<file path="src/rtl/uart_bridge_pkg.sv">
// Shared types and constants for the UART register bridge: FSM state encoding,
// frame-format constants and default timeout values.
package uart_bridge_pkg;

    typedef enum logic [3:0] {
        ST_IDLE     = 4'd0,
        ST_GET_DHI  = 4'd1,
        ST_GET_DLO  = 4'd2,
        ST_WR_ISSUE = 4'd3,
        ST_SEND_ACK = 4'd4,
        ST_RD_ISSUE = 4'd5,
        ST_RD_WAIT  = 4'd6,
        ST_SEND_HI  = 4'd7,
        ST_SEND_LO  = 4'd8
    } bridge_state_e;

    localparam int          CMD_WR_BIT        = 7;
    localparam logic [7:0]  ACK_BYTE          = 8'hA5;
    localparam logic [15:0] RD_ERR_WORD       = 16'hDEAD;
    localparam int          DEF_RD_TIMEOUT    = 1024;
    localparam int          DEF_FRAME_TIMEOUT = 100000;

    // States in which an incoming byte may be accepted.
    function automatic logic is_rx_state(input bridge_state_e s);
        logic r;
        case (s)
            ST_IDLE, ST_GET_DHI, ST_GET_DLO: r = 1'b1;
            default:                         r = 1'b0;
        endcase
        return r;
    endfunction

endpackage

</file>
<file path="src/rtl/uart_bridge_tx_hs.sv">
// Transmit-side req/ack holder: latches one byte on load, holds tx_req until
// tx_ack, then refuses a new byte until tx_ack has been seen low again.
module uart_bridge_tx_hs (
    input  logic       clk,
    input  logic       rst_n,
    input  logic       load,
    input  logic [7:0] load_byte,
    input  logic       tx_ack,
    output logic       tx_req,
    output logic [7:0] tx_data,
    output logic       busy,
    output logic       done
);

    logic       tx_req_r;
    logic       ack_wait_r;
    logic [7:0] tx_data_r;

    assign busy    = tx_req_r | (ack_wait_r & tx_ack);
    assign done    = tx_req_r & tx_ack;
    assign tx_req  = tx_req_r;
    assign tx_data = tx_data_r;

    // Request/ack handshake state and the held output byte.
    always_ff @(posedge clk or negedge rst_n) begin
        if (!rst_n) begin
            tx_req_r   <= 1'b0;
            ack_wait_r <= 1'b0;
            tx_data_r  <= 8'h00;
        end else if (tx_req_r) begin
            if (tx_ack) begin
                tx_req_r   <= 1'b0;
                ack_wait_r <= 1'b1;
            end else begin
                tx_req_r   <= 1'b1;
            end
        end else if (load && !busy) begin
            tx_req_r   <= 1'b1;
            tx_data_r  <= load_byte;
            ack_wait_r <= 1'b0;
        end else if (!tx_ack) begin
            ack_wait_r <= 1'b0;
        end else begin
            ack_wait_r <= ack_wait_r;
        end
    end

endmodule

</file>
<file path="src/rtl/uart_reg_bridge.sv">
// Byte-stream command decoder between the FT232R handshake and a simple
// register bus: write frames (cmd,dhi,dlo) answer 0xA5, read frames answer two bytes.
module uart_reg_bridge
    import uart_bridge_pkg::*;
#(
    parameter int DATA_W        = 16,
    parameter int RD_TIMEOUT    = DEF_RD_TIMEOUT,
    parameter int FRAME_TIMEOUT = DEF_FRAME_TIMEOUT
) (
    input  logic              clk,
    input  logic              rst_n,
    input  logic              rx_req,
    input  logic [7:0]        rx_data,
    output logic              rx_ack,
    output logic              tx_req,
    output logic [7:0]        tx_data,
    input  logic              tx_ack,
    output logic [6:0]        reg_addr,
    output logic [DATA_W-1:0] reg_wdata,
    output logic              reg_we,
    output logic              reg_re,
    input  logic [DATA_W-1:0] reg_rdata,
    input  logic              reg_rvalid,
    output logic              err_timeout
);

    localparam int RD_CNT_W = $clog2(RD_TIMEOUT + 1);
    localparam int FR_CNT_W = $clog2(FRAME_TIMEOUT + 1);
    localparam logic [RD_CNT_W-1:0] RD_LAST = RD_CNT_W'(RD_TIMEOUT - 1);
    localparam logic [FR_CNT_W-1:0] FR_LAST = FR_CNT_W'(FRAME_TIMEOUT - 1);

    bridge_state_e     state_r, state_next_s;
    logic              rx_armed_r;
    logic              rx_ack_r;
    logic              accept_s;
    logic [6:0]        cmd_addr_r;
    logic [7:0]        dhi_r;
    logic [6:0]        reg_addr_r;
    logic [DATA_W-1:0] reg_wdata_r;
    logic              reg_we_r;
    logic              reg_re_r;
    logic [DATA_W-1:0] rdata_r;
    logic [RD_CNT_W-1:0] rd_cnt_r;
    logic [FR_CNT_W-1:0] frame_cnt_r;
    logic              err_timeout_r;
    logic              frame_to_s;
    logic              rd_to_s;
    logic              rvalid_hit_s;
    logic              tx_load_s;
    logic [7:0]        tx_byte_s;
    logic              tx_busy_s;
    logic              tx_done_s;

    assign accept_s    = rx_req & rx_armed_r & is_rx_state(state_r);
    assign rx_ack      = rx_ack_r;
    assign reg_addr    = reg_addr_r;
    assign reg_wdata   = reg_wdata_r;
    assign reg_we      = reg_we_r;
    assign reg_re      = reg_re_r;
    assign err_timeout = err_timeout_r;

    uart_bridge_tx_hs u_tx_hs (
        .clk       (clk),
        .rst_n     (rst_n),
        .load      (tx_load_s),
        .load_byte (tx_byte_s),
        .tx_ack    (tx_ack),
        .tx_req    (tx_req),
        .tx_data   (tx_data),
        .busy      (tx_busy_s),
        .done      (tx_done_s)
    );

    // Next-state decode, timeout detection and response byte selection.
    always_comb begin
        state_next_s = state_r;
        frame_to_s   = 1'b0;
        rd_to_s      = 1'b0;
        rvalid_hit_s = 1'b0;
        tx_load_s    = 1'b0;
        tx_byte_s    = 8'h00;
        case (state_r)
            ST_IDLE: begin
                if (accept_s) begin
                    state_next_s = rx_data[CMD_WR_BIT] ? ST_GET_DHI : ST_RD_ISSUE;
                end else begin
                    state_next_s = ST_IDLE;
                end
            end
            ST_GET_DHI, ST_GET_DLO: begin
                if (accept_s) begin
                    state_next_s = (state_r == ST_GET_DHI) ? ST_GET_DLO : ST_WR_ISSUE;
                end else if (frame_cnt_r == FR_LAST) begin
                    frame_to_s   = 1'b1;
                    state_next_s = ST_IDLE;
                end else begin
                    state_next_s = state_r;
                end
            end
            ST_WR_ISSUE: state_next_s = ST_SEND_ACK;
            ST_RD_ISSUE: state_next_s = ST_RD_WAIT;
            ST_RD_WAIT: begin
                if (reg_rvalid) begin
                    rvalid_hit_s = 1'b1;
                    state_next_s = ST_SEND_HI;
                end else if (rd_cnt_r == RD_LAST) begin
                    rd_to_s      = 1'b1;
                    state_next_s = ST_SEND_HI;
                end else begin
                    state_next_s = ST_RD_WAIT;
                end
            end
            // The holder ignores load while busy, so load can stay high until done.
            ST_SEND_ACK: begin
                tx_load_s    = 1'b1;
                tx_byte_s    = ACK_BYTE;
                state_next_s = tx_done_s ? ST_IDLE : ST_SEND_ACK;
            end
            ST_SEND_HI: begin
                tx_load_s    = 1'b1;
                tx_byte_s    = rdata_r[15:8];
                state_next_s = tx_done_s ? ST_SEND_LO : ST_SEND_HI;
            end
            ST_SEND_LO: begin
                tx_load_s    = 1'b1;
                tx_byte_s    = rdata_r[7:0];
                state_next_s = tx_done_s ? ST_IDLE : ST_SEND_LO;
            end
            default: state_next_s = ST_IDLE;
        endcase
    end

    // State register, rx handshake and registered strobes.
    always_ff @(posedge clk or negedge rst_n) begin
        if (!rst_n) begin
            state_r       <= ST_IDLE;
            rx_armed_r    <= 1'b1;
            rx_ack_r      <= 1'b0;
            reg_we_r      <= 1'b0;
            reg_re_r      <= 1'b0;
            err_timeout_r <= 1'b0;
        end else begin
            state_r       <= state_next_s;
            rx_ack_r      <= accept_s;
            reg_we_r      <= (state_next_s == ST_WR_ISSUE);
            reg_re_r      <= (state_next_s == ST_RD_ISSUE);
            err_timeout_r <= frame_to_s | rd_to_s;
            if (accept_s) begin
                rx_armed_r <= 1'b0;
            end else if (!rx_req) begin
                rx_armed_r <= 1'b1;
            end else begin
                rx_armed_r <= rx_armed_r;
            end
        end
    end

    // Frame capture; bus address/data only change when a strobe is about to fire.
    always_ff @(posedge clk or negedge rst_n) begin
        if (!rst_n) begin
            cmd_addr_r  <= 7'h00;
            dhi_r       <= 8'h00;
            reg_addr_r  <= 7'h00;
            reg_wdata_r <= 16'h0000;
            rdata_r     <= 16'h0000;
        end else begin
            if (accept_s && state_r == ST_IDLE) begin
                cmd_addr_r <= rx_data[6:0];
                if (!rx_data[CMD_WR_BIT]) begin
                    reg_addr_r <= rx_data[6:0];
                end
            end
            if (accept_s && state_r == ST_GET_DHI) begin
                dhi_r <= rx_data;
            end
            if (accept_s && state_r == ST_GET_DLO) begin
                reg_addr_r  <= cmd_addr_r;
                reg_wdata_r <= {dhi_r, rx_data};
            end
            if (rvalid_hit_s) begin
                rdata_r <= reg_rdata;
            end else if (rd_to_s) begin
                rdata_r <= RD_ERR_WORD;
            end else begin
                rdata_r <= rdata_r;
            end
        end
    end

    // Read-wait and inter-byte frame counters.
    always_ff @(posedge clk or negedge rst_n) begin
        if (!rst_n) begin
            rd_cnt_r    <= {RD_CNT_W{1'b0}};
            frame_cnt_r <= {FR_CNT_W{1'b0}};
        end else begin
            if (state_r == ST_RD_WAIT && !rvalid_hit_s && !rd_to_s) begin
                rd_cnt_r <= rd_cnt_r + RD_CNT_W'(1);
            end else begin
                rd_cnt_r <= {RD_CNT_W{1'b0}};
            end
            if ((state_r == ST_GET_DHI || state_r == ST_GET_DLO) && !accept_s && !frame_to_s) begin
                frame_cnt_r <= frame_cnt_r + FR_CNT_W'(1);
            end else begin
                frame_cnt_r <= {FR_CNT_W{1'b0}};
            end
        end
    end

endmodule

</file>
<file path="config.mk">
export PLATFORM = sky130hd
export DESIGN_NAME = uart_reg_bridge
export DESIGN_NICKNAME = d
export VERILOG_FILES = /design/src/rtl/uart_bridge_pkg.sv /design/src/rtl/uart_bridge_tx_hs.sv /design/src/rtl/uart_reg_bridge.sv
export SDC_FILE = /design/constraint.sdc
export NUM_CORES = 1
export LEC_CHECK = 0
export BUFFER_PORTS_ARGS = -buffer_cell sky130_fd_sc_hd__buf_2
export CAP_MARGIN = 30
export CORE_ASPECT_RATIO = 1.1
export CORE_UTILIZATION = 30
export CTS_CLUSTER_DIAMETER = 120
export DETAILED_ROUTE_END_ITERATION = 8
export SLEW_MARGIN = 20
export SYNTH_ARGS = -nofsm -noshare
export SYNTH_HDL_FRONTEND = slang
export SYNTH_SLANG_ARGS = --single-unit
export TNS_END_PERCENT = 10
</file>
<file path="constraint.sdc">
create_clock -name clk -period 5.13 [get_ports clk]
set_clock_uncertainty 0.15 [all_clocks]
set_input_delay 1.2825 -clock clk [delete_from_list [all_inputs] [get_ports clk]]
set_output_delay 1.2825 -clock clk [all_outputs]
set_load 0.005 [all_outputs]
</file>
==> flow_summary.yaml <==
status:
  status: "complete, no violations"
floorplanning:
  io_pins: 65
  num_rows: 46
  die-area_um2: 15200
  start_util_pct: 30.7
  design.core.area_um2: 14400
  die_w_um: 118
  fp.dieH_um: 129
setup_path:
  crit_path_cell_trace: "buf_2 -> and4bb_2 -> nand2_1 -> buf_4 -> mux2_2"
  crit_start: "rx_req"
  endpoint: "reg_wdata[8]"
  arrival_ps: 2630
  crit_type: "in2reg"
  worst-r2r-cell-count: 4
  slowest_delay_ps: 370
  reg2reg_setup_slack_ps: 2940
  cpMaxStageDelayCell: "mux2_2"
  rr_endpoint: "u_tx_hs.tx_data[3]"
  start_kind: "primary input"
  timing.rr.start: "state_r[2]"
  cp-end-kind: "register"
  worstPathRequired_ps: 5210
  crit_fanout: 24
power:
  power_mw: 2.67
  powerDensity_nw_per_um2: 512
  p_leak_nw: 2.37
  peakVddDrop_mv: 0.207
sta:
  rsz0062_at_grt: "false"
  fin_crit_sh_pct: 49.6
  worstMarginPinSlew_ps: 718
  finalSetupTns_ps: 0
  clock.fmax_ghz: 0.393
  finalWorstSetupSlack_ps: 2580
  finalSetupViolCount: 0
  hold_viol: 0
  drv_slew: 0
  relSlewSlack_pct: 52.1
  period_needed_ps: 2550
clock_tree:
  cts_hold_buffers: 0
  clock_sinks: 101
  cts_root_buf: "clkbuf_16"
  cts_buffers: 9
  cts_max_level: 3
  post_cts_buffers: 0
  cts_tree: "built"
  path_clk_slew_ps: 70
  insertion_delay_ps: 340
  cts.repair.resized: 0
  clockBufferDepth: 2
logic_synthesis:
  syn_area_um2: 4420
  netlist_instances: 358
  synth_top_family_by_area: "simple AND/OR/NAND/NOR gates"
  synth-compound-area-share_pct: 9.14
  syn-num-nets: 389
  async_flop_share_pct: 100
  synthSimpleGateAreaFrac_pct: 13.4
  ys_seq_area_share_pct: 57.2
  synth_seq_cells: 101
  synthMuxAreaShare_pct: 12.2
  synth_fa_ha_area_share_pct: 0.793
  netlist_top_cells_area: "dfrtp_1 (57%), mux2_2 (6.4%), nor2_1 (2.9%), xor2_1 (2.8%), mux2_4 (2.7%)"
  yosysWarnings: 0
  synth_flop_cell: "dfrtp_1"
  synth_top_area_share_pct: 56.6
  synth_cell_type_count: 52
  synth_edf_count: 0
  yosysTopAreaCell: "dfrtp_1"
  syn_avg_cell_area_um2: 12.3
  synthXorXnorAreaFrac_pct: 4.36
placement:
  hpwl_mm: 6.08
  portBuffers: 64
  placed_area_um2: 4890
  place.gp.congestion: 0.731
  place_ws_ps: 2220
final_layout:
  fin_area_um2: 5210
  diodes: 0
  syn_to_final_growth_pct: 17.9
  drive_above_1_share_pct: 29.0
  ff_latch_area_um2: 2530
  final_cell_mix: "dfrtp_1 (100), buf_2 (63), nor2_1 (34)"
  final.fill_count: 1433
  fin_nets: 450
  mostFrequentLayoutCell: "dfrtp_1"
  multiInputGateArea_um2: 1760
worst_hold_path:
  hold_class: "reg2reg"
  worstHoldStart: "dhi_r[6]"
routing:
  first_iter_violations: 169
  wire_per_inst_um: 14.2
  drt_wl_total_mm: 8.76
  vias_per_cell: 4.73
  first_pass_iters: 4
  num_vias: 2912
  route.detailed.drc: 0
  ant_nets: 0
global_routing:
  grt_pass1_wl_mm: 15.2
  grt_max_degree: 70
  grt_pass1_vias: 2980
  antenna_found_initial: 0
  grt_overflow: 0
  track_usage_pct: 12.6
run:
  maxCapViolCount: 0
[area by class of cell]
type / count / area share (%)
flip-flops and latches: 101 / 48.5
multi-input cells: 234 / 33.8
repair buffers: 67 / 6.86
clock buffers: 11 / 4.66
well taps: 192 / 4.61
clock inverters: 5 / 1.13
inverters: 6 / 0.432
[registers in the layout (all words and copies together), names as in the netlist, 4 cells and up]
register / flops
u_tx_hs.tx_data: 8
rd_cnt_r: 11
frame_cnt_r: 17
cmd_addr_r: 7
dhi_r: 8
reg_addr: 7
rdata_r: 16
state_r: 4
reg_wdata: 16
[logic make-up after synthesis]
| logic type | count (synthesis) |
|---|---|
| XOR/XNOR | 22 |
| flip-flops | 101 |
| buffers and inverters | 23 |
| adder cells (fa/ha/maj) | 3 |
| multiplexers | 46 |
| AND/OR/NAND/NOR | 106 |
| AO/OA/AOI/OAI | 57 |
[power breakdown]
group	switching (mW)	internal [mW]	total [mW]
sequential	0.171	1.07	1.24
combinational	0.338	0.407	0.745
clock	0.294	0.392	0.686
total	0.803	1.87	2.67
[per-layer routing]
metal / GRT usage (%) / up-vias / routed length (um)
met2: 20.3 / 62 / 4160
li1: - / 1408 / -
met4: 4.75 / 0 / 106
met5: 0 / - / 0
met1: 15.9 / 1435 / 4070
met3: 3.74 / 7 / 422
[Yosys cell counts (all sizes together) (2+ instances only)]
cell     count
nor4bb       2
ha           2
and4         5
a22o         9
o2bb2ai      4
nand2b       2
nand4       11
mux2i        7
buf         13
nor4b        2
nor2b        3
nor4         3
xnor2        8
and2b        2
a211oi       3
nor2        35
o21ai        9
and2         3
xor2        14
a21oi       16
mux2        39
o21a         2
nand3       11
nor3         2
nand2       15
clkbuf       4
dfrtp      100
o22a        11
or3          3
or2          2
inv          6
[worst max-delay path, delay by kind of cell]
| family | cells | cell delay (ps) |
|---|---|---|
| and+or+nand+nor | 2 | 490 |
| buffers and inverters | 2 | 470 |
| muxes | 1 | 370 |
[worst min-delay path by stage]
stage               endpoint  slack, ps  cells past startpoint
6_report       reg_wdata[14]        340                      1
5_1_grt        reg_wdata[13]        360                      1
4_1_cts          rd_cnt_r[0]        340                      1
3_5_place_dp   reg_wdata[14]        330                      1
3_3_place_gp   reg_wdata[12]        310                      1
2_1_floorplan  reg_wdata[10]        300                      1
[per-stage QoR]
stage | cells | hold WS, ps | util (%)
3_3_place_gp | 599 | 311 | 34.0
4_1_cts | 615 | 345 | 36.1
2_1_floorplan | 358 | 302 | -
5_1_grt | 616 | 360 | 36.2
6_report | 616 | 336 | 36.2
3_5_place_dp | 599 | 326 | 34.0
Power figures use the tool's default switching activity.
